`config.mk`:
```
export PLATFORM = sky130hd
export DESIGN_NAME = mem_access_stage
export DESIGN_NICKNAME = d
export VERILOG_FILES = /design/src/rtl/mem_access_stage.sv
export SDC_FILE = /design/constraint.sdc
export NUM_CORES = 1
export LEC_CHECK = 0
export ABC_CLOCK_PERIOD_IN_PS = 5700
export BUFFER_PORTS_ARGS = -buffer_cell sky130_fd_sc_hd__buf_2
export CAP_MARGIN = 20
export CORE_AREA = 3 3 220 222
export CTS_CLUSTER_DIAMETER = 60
export CTS_CLUSTER_SIZE = 40
export DETAILED_ROUTE_END_ITERATION = 12
export DIE_AREA = 0 0 223 225
export GPL_TIMING_DRIVEN = 0
export SLEW_MARGIN = 20
export SYNTH_ARGS = -nofsm -noshare
export SYNTH_HDL_FRONTEND = slang
export SYNTH_SLANG_ARGS = --single-unit
```
`constraint.sdc`:
```
create_clock -name clk -period 5.7 [get_ports clk]
set_input_delay 0 -clock clk [delete_from_list [all_inputs] [get_ports clk]]
set_output_delay 0 -clock clk [all_outputs]
set_load 0.05 [all_outputs]
```
`src/rtl/mem_access_stage.sv`:
```
// mem_access_stage
// -----------------------------------------------------------------------------
// Memory-access stage of the 64-bit LEGv8 pipeline. It takes one EX/MEM entry
// per acceptance and does the following:
//   - resolves the branch and sends pc_src / branch_target back to fetch,
//   - performs a load or store through a req/ready handshake with data memory,
//   - drives the MEM/WB entry (wb_*).
// While a memory access is outstanding the stage holds the upstream pipe with
// mem_stall. An access is aborted with an err pulse after TIMEOUT cycles
// without dmem_ready.
//
// Ports
//   clk, rst_n                 clock; asynchronous active-low reset
//   ex_valid                   EX/MEM holds a valid instruction (sampled in IDLE)
//   ex_instr                   instruction word; rd = ex_instr[4:0]
//   ex_result                  ALU result, also the memory address
//   ex_data2                   store data
//   ex_branch_addr             computed branch target
//   ex_zero/b/bz/bnz           ALU zero flag and branch kind
//   ex_mem_read/mem_write      memory op control bits
//   ex_mem_to_reg/reg_write    write-back control bits
//   mem_stall                  high while an access is outstanding
//   pc_src, branch_target      branch taken pulse and its target
//   dmem_req/we/addr/wdata     data memory request
//   dmem_ready, dmem_rdata     data memory completion and load data
//   wb_valid/reg_write/rd/data MEM/WB entry (wb_valid is a one-cycle pulse)
//   err                        pulse: misaligned, read+write, or timeout
// -----------------------------------------------------------------------------
`timescale 1ns/1ps

module mem_access_stage #(
   parameter int TIMEOUT = 16
) (
   input  logic        clk,
   input  logic        rst_n,
   input  logic        ex_valid,
   input  logic [31:0] ex_instr,
   input  logic [63:0] ex_result,
   input  logic [63:0] ex_data2,
   input  logic [63:0] ex_branch_addr,
   input  logic        ex_zero,
   input  logic        ex_b,
   input  logic        ex_bz,
   input  logic        ex_bnz,
   input  logic        ex_mem_read,
   input  logic        ex_mem_write,
   input  logic        ex_mem_to_reg,
   input  logic        ex_reg_write,
   output logic        mem_stall,
   output logic        pc_src,
   output logic [63:0] branch_target,
   output logic        dmem_req,
   output logic        dmem_we,
   output logic [63:0] dmem_addr,
   output logic [63:0] dmem_wdata,
   input  logic        dmem_ready,
   input  logic [63:0] dmem_rdata,
   output logic        wb_valid,
   output logic        wb_reg_write,
   output logic [4:0]  wb_rd,
   output logic [63:0] wb_data,
   output logic        err
);

   localparam int CW = $clog2(TIMEOUT + 1);

   typedef enum logic {IDLE, ACCESS} state_t;

   // Fields of the accepted entry still needed when the access completes.
   typedef struct packed {
      logic [4:0]  rd;
      logic        mem_read;
      logic        mem_to_reg;
      logic        reg_write;
      logic [63:0] result;
   } cap_t;

   state_t        state;
   cap_t          cap;
   logic [CW-1:0] cnt;

   logic [4:0] ex_rd;
   logic       take_branch;
   logic       mem_op;
   logic       mem_legal;
   logic       cap_xzr;

   assign ex_rd       = ex_instr[4:0];
   assign take_branch = ex_b | (ex_bz & ex_zero) | (ex_bnz & ~ex_zero);
   assign mem_op      = ex_mem_read | ex_mem_write;
   // Exactly one direction and a doubleword-aligned address.
   assign mem_legal   = (ex_mem_read ^ ex_mem_write) && (ex_result[2:0] == 3'b000);
   assign cap_xzr     = (cap.rd == 5'd31);

   // Only rd is decoded here; the rest of the word is carried for the pipe.
   logic unused_instr;
   assign unused_instr = ^ex_instr[31:5];

   always_ff @(posedge clk or negedge rst_n) begin
      if (!rst_n) begin
         state         <= IDLE;
         cap           <= '0;
         cnt           <= '0;
         mem_stall     <= 1'b0;
         pc_src        <= 1'b0;
         branch_target <= '0;
         dmem_req      <= 1'b0;
         dmem_we       <= 1'b0;
         dmem_addr     <= '0;
         dmem_wdata    <= '0;
         wb_valid      <= 1'b0;
         wb_reg_write  <= 1'b0;
         wb_rd         <= '0;
         wb_data       <= '0;
         err           <= 1'b0;
      end else begin
         // Pulsed outputs default low every cycle.
         pc_src       <= 1'b0;
         wb_valid     <= 1'b0;
         wb_reg_write <= 1'b0;
         err          <= 1'b0;

         case (state)
            IDLE: begin
               if (ex_valid) begin
                  // Branches resolve at acceptance, independent of any memory op.
                  pc_src        <= take_branch;
                  branch_target <= ex_branch_addr;

                  if (!mem_op) begin
                     wb_valid     <= 1'b1;
                     wb_rd        <= ex_rd;
                     wb_data      <= ex_result;
                     wb_reg_write <= ex_reg_write & (ex_rd != 5'd31);
                  end else if (!mem_legal) begin
                     // Illegal op: retire it without a request and without a write.
                     err      <= 1'b1;
                     wb_valid <= 1'b1;
                     wb_rd    <= ex_rd;
                     wb_data  <= ex_result;
                  end else begin
                     state          <= ACCESS;
                     mem_stall      <= 1'b1;
                     dmem_req       <= 1'b1;
                     dmem_we        <= ex_mem_write;
                     dmem_addr      <= ex_result;
                     dmem_wdata     <= ex_data2;
                     cnt            <= '0;
                     cap.rd         <= ex_rd;
                     cap.mem_read   <= ex_mem_read;
                     cap.mem_to_reg <= ex_mem_to_reg;
                     cap.reg_write  <= ex_reg_write;
                     cap.result     <= ex_result;
                  end
               end
            end

            ACCESS: begin
               if (dmem_ready) begin
                  state     <= IDLE;
                  mem_stall <= 1'b0;
                  dmem_req  <= 1'b0;
                  dmem_we   <= 1'b0;
                  wb_valid  <= 1'b1;
                  wb_rd     <= cap.rd;
                  wb_data   <= (cap.mem_read && cap.mem_to_reg) ? dmem_rdata : cap.result;
                  // Stores never write the register file.
                  wb_reg_write <= cap.mem_read & cap.reg_write & ~cap_xzr;
               end else if (cnt == CW'(TIMEOUT - 1)) begin
                  // This cycle is the TIMEOUT-th without ready: abort.
                  state     <= IDLE;
                  mem_stall <= 1'b0;
                  dmem_req  <= 1'b0;
                  dmem_we   <= 1'b0;
                  err       <= 1'b1;
                  wb_valid  <= 1'b1;
                  wb_rd     <= cap.rd;
                  wb_data   <= cap.result;
               end else begin
                  cnt <= cnt + 1'b1;
               end
            end

            default: state <= IDLE;
         endcase
      end
   end

endmodule

```
# After elaboration in Yosys (flattened, before gate mapping)

Index checks and enable logic that the tools add are counted.

Register bits after elaboration: 281
Latch bits: 0
Bits in writable memories: 0
Memory bits (read-only): 0
Input port bits: 300
Output and inout bits: 268
Logic and storage cells: 99
Memories kept: 0

Add/subtract/negate cells: 1
Multiply operators: 0
Div/mod/pow operators: 0
Magnitude comparators: 0
Equal/unequal tests: 10
Shift-type cells: 0
Multiplexer cells: 51
Bitwise gates (word level): 12
Reductions and logical operators: 8

Operator list:

| kind                                                  | number |
|---|---|
| two-way mux 64 bit                                    | 6 |
| one-hot mux 64 bit (2 select lines)                   | 1 |
| two-way mux 5 bit                                     | 10 |
| two-way mux 1 bit                                     | 26 |
| one-hot mux 5 bit (2 select lines)                    | 2 |
| one-hot mux 1 bit (2 select lines)                    | 6 |
| inequality test 2 bit, second input constant          | 5 |
| AND reduction 4 bit                                   | 2 |
| adder 5 x 1 -> 5 bit, second input constant           | 1 |
| AND 1 bit                                             | 5 |
| equality test 5 x 4 -> 1 bit, second input constant   | 1 |
| equality test 5 bit, second input constant            | 1 |
| inequality test 5 bit, second input constant          | 1 |
| AND reduction 5 bit                                   | 1 |
| zero test 3 bit                                       | 1 |
| inequality test 3 x 2 -> 1 bit, second input constant | 1 |
| inequality test 3 bit, second input constant          | 1 |
| NOT 1 bit                                             | 3 |
| OR 1 bit                                              | 3 |
| AND reduction 3 bit                                   | 1 |
| logical AND 1 bit                                     | 2 |
| AND reduction 2 bit                                   | 1 |
| XOR 1 bit                                             | 1 |

# Logic depth before layout (Yosys ltp)

Depth in word-level cells: 6
Depth in mapped cells: 8
Gate-level depth less buffers: 7

# Least setup slack after synthesis

No wires, ideal clock.

Path type: reg2reg
From: reg cnt[0]
To: reg wb_data[10]
Setup time: 125 ps
Data arrival time: 1899 ps
Required time: 5575 ps
Slack: 3677 ps
Stages on the path, launching flop included: 8
Buffers on the path: 1
Period minus slack after synthesis: 2023 ps
Cell sequence: dfrtp_1 > ha_1 > and3_1 > ha_1 > o21ai_0 > nand2_1 > buf_1 > mux2_2

Cells in the longest elaborated chain, start to end: 3

RTL lines:

| element                                         | line | RTL |
|---|---|---|
| start: declaration                              | 80   | `logic [CW-1:0] cnt;` |
| start signal: assignment                        | 180  | `cnt <= cnt + 1'b1;` |
| equality test 5 x 4 -> 1 bit                    | 169  | `end else if (cnt == CW'(TIMEOUT - 1)) begin` |
| inequality test 3 x 2 -> 1 bit (no source line) | n/a  |  |
| AND reduction 3 bit (no source line)            | n/a  |  |
| end signal: assignment                          | 140  | `wb_data <= ex_result;` |
| end signal: assignment                          | 166  | `wb_data <= (cap.mem_read && cap.mem_to_reg) ? dmem_rdata : cap.result;` |
| end signal: assignment                          | 178  | `wb_data <= cap.result;` |
| end: declaration                                | 61   | `output logic [63:0] wb_data,` |

Every way passes these cells.
A chain may end at the register's enable or synchronous reset.

# Worst setup path in the final report

From: reg state
To: reg wb_data[1]

Cells in the longest elaborated chain, start to end: 3
Elaborated cells on any way between the ends: 6
Classes of those cells: eq/ne (3); mux (1); bitwise (1); reduce/logical (1)

RTL lines:

| element                                                                                | line | RTL |
|---|---|---|
| start: declaration                                                                     | 78   | `state_t state;` |
| start signal: assignment                                                               | 101  | `state <= IDLE;` |
| start signal: assignment                                                               | 142  | `state <= ACCESS;` |
| start signal: assignment                                                               | 160  | `state <= IDLE;` |
| NOT 1 bit (no source line)                                                             | n/a  |  |
| inequality test 3 bit (no source line) / inequality test 2 bit (equally long branches) | n/a  |  |
| AND reduction 3 bit (no source line)                                                   | n/a  |  |
| end signal: assignment                                                                 | 133  | `wb_data <= ex_result;` |
| end signal: assignment                                                                 | 140  |  |
| end signal: assignment                                                                 | 166  |  |

Several ways; a longest one is shown, not always the timed one.

==> reports/metrics.cfg <==
[status]
outcome=finished clean

[finish]
seq_area_um2=7030
fill_cells=4331
nets=2266
multi_input_comb_area_um2=4510
drive_gt1_share_pct=40.0
area_growth_pct=58.8

[logic_synthesis]
ys_seq_area_share_pct=56.8
avgSynthCellArea_um2=11.1
synth_edf_count=0
synth_warnings=0
synth_flop_cell=dfrtp_1
ys_ff_latch=281
synth_area_um2=12400
syn_nets=1421
async_flop_share_pct=100
yosys.cell_types.count=33
syn_inst=1117

[drt]
viasPerCell=4.49
vias=11628
post_drt_wl_per_cell_um=18.3
drt-pass1-iter-count=5
drtAntennaViolNets=0
wl_mm=47.4
drc=0
drt_iter0_markers=615

[power]
switchingPower_mw=3.13
p_sw_share_pct=41.5
p_leak_nw=9.89
peakVddDrop_mv=0.281
p_total_mw=7.56
seqPwrFrac_pct=35.1
comb_power_share_pct=38.9
p_int_mw=4.43
p_clk_share_pct=26.0
power.density_nw_per_um2=385

[cts]
clk_latency_ps=560
root_buffer=clkbuf_16
cts_tree=built
clockBufferDepth=3
h-tree-depth=1
cts_buffers=27
ctsResizeCount=0
clock_sinks=281
clk_pin_slew_ps=70

[sta]
timing.fmax_ghz=0.342
worstMarginPinSlew_ps=1010
slew_headroom_pct=32.4
post-route-period-util_pct=51.2
setup_violations=0
fin_ws_ps=2780
grt_setup_unrepaired=no
hold_violations=0
skew_ps=14.8
period_minus_slack_ps=2920
drv_slew=0

[global_route]
grt_pass1_vias=12344
grt_pass1_wl_mm=71.2
antenna_found_initial=1
gr-usage-all-layers_pct=18.0
overflow=0
grt_max_degree=84

[critical_path]
timing.rr.start=state
crit_arrival_ps=3360
end_kind=flop
critPathLaunch=state
cp_max_fo=10
start_kind=flop
worst-setup-path-type=flop to flop
worstPathRequired_ps=6140

[die]
start_util_pct=26.6
rows=79
fp.dieW_um=223
dieArea_um2=50200
coreArea_um2=46600
io_pins=568
die_h_um=225

[hold_path]
hp-class=primary input to async pin

[placement]
hpwlAfterDp_mm=33.4
io_buffers=540
post-place-ws_ps=2820
place_congestion=0.881

[job]
cap_violations=0

-- power groups by stage --
stage / clock network (mW) / logic, mW / registers [mW]
3_5_place_dp: 0 / 2.79 / 2.67
2_1_floorplan: 0 / 1.12 / 3.55
6_report: 1.97 / 2.94 / 2.65
3_3_place_gp: 0 / 2.76 / 2.65
5_1_grt: 2.08 / 3.09 / 2.70
4_1_cts: 2.02 / 2.94 / 2.64
-- final timing paths --
path,endpoint,slack [ps],cells after the start
max in group asynchronous,branch_target[1],4880,4
min in group clk,wb_data[7],70,4
worst max-delay path,wb_data[1],2780,6
worst max register to register,wb_data[1],2780,6
worst min-delay path,dmem_wdata[17],70,3
worst min register to register,branch_target[40],470,2
-- critical path, stage by stage (launching register included) --
cell,delay [ps]
dfrtp_1,320
clkbuf_1,240
clkbuf_1,600
clkbuf_1,640
a31oi_1,160
dlygate4sd3_1,590
mux2_2,260
-- sequential cells by signal (all words and copies together), names as in the netlist --
name and cells:
state 1, wb_reg_write 1, branch_target 64, dmem_req 1, cap 72, pc_src 1
wb_data 64, cnt 5, dmem_we 1, wb_valid 1, dmem_wdata 64, err 1
wb_rd 5
-- synth_stat cells (all sizes together) (2+ instances only) --
library cell    n  area, um^2
clkbuf         36         135
a31oi          65         407
ha              4        50.1
nand2         324        1220
mux2          208        2340
inv             4        15.0
nor3            2        15.0
a22o            3        26.3
buf            94         683
nor2           68         255
o21ai           3        15.0
and3            4        25.0
nor2b           5        31.3
dfrtp         281        7030
a21o            2        15.0
nand3           3        15.0
-- cell usage in the layout (no fill, tap or decap), types with 5 or more instances in the layout --
master	n
nor2_1	68
buf_1	9
buf_4	67
buf_6	9
nor2b_1	5
dfrtp_1	281
a31oi_1	65
clkbuf_16	27
clkbuf_1	38
mux2_2	115
nand2_1	324
mux2_1	93
buf_2	548
dlygate4sd3_1	272
-- routing by layer --
metal  up-vias  part of all wire (%)  wire (um)  track usage (%)
met3       105                   6.2       2950             3.31
li1       5378                     -          -                -
met1      5657                    40      18900             21.9
met2       486                    50      23800             31.9
met4         2                   3.7       1730             6.71
met5         -                 0.015          7                0
-- cells by family (layout without fill, tap and decap cells) --
logic type	count (synthesis)	after routing	synth area share (%)
simple gates	410	410	12.9
flops	281	281	56.8
mux	208	208	18.9
buf+inv	134	998	6.74
compound gates	78	78	4.09
fa+ha+maj	4	4	0.405
xor+xnor	2	2	0.142
other cells	0	1	0
-- through the flow --
stage | hold WS (ps) | TNS, ps | utilization [%] | instances | instance area (um^2)
2_1_floorplan | -296 | 0 | - | 1117 | 12400
3_3_place_gp | 191 | -206170 | 34.0 | 2264 | 15800
3_5_place_dp | -26.3 | 0 | 34.2 | 2267 | 15900
4_1_cts | 23.3 | 0 | 42.2 | 2588 | 19600
5_1_grt | 64.6 | 0 | 42.2 | 2588 | 19600
6_report | 65.9 | 0 | 42.2 | 2589 | 19600
-- layout make-up --
| class | instances | area share, % |
|---|---|---|
| sequential | 281 | 35.8 |
| timing repair buffer | 816 | 28.2 |
| multi-input combinational | 702 | 22.9 |
| buffer | 130 | 4.17 |
| tap | 607 | 3.87 |
| clock buffer | 34 | 3.78 |
| clock inverter | 14 | 1.14 |
| inverter | 4 | 0.0764 |
| antenna | 1 | 0.0127 |
-- repair_timing --
action | 4_1_cts | 5_1_grt
hold buffers | 273 | 0
buffers inserted | 0 | 0
endpoints found under the hold margin | 486 | 0
Power figures use the tool's default switching activity.
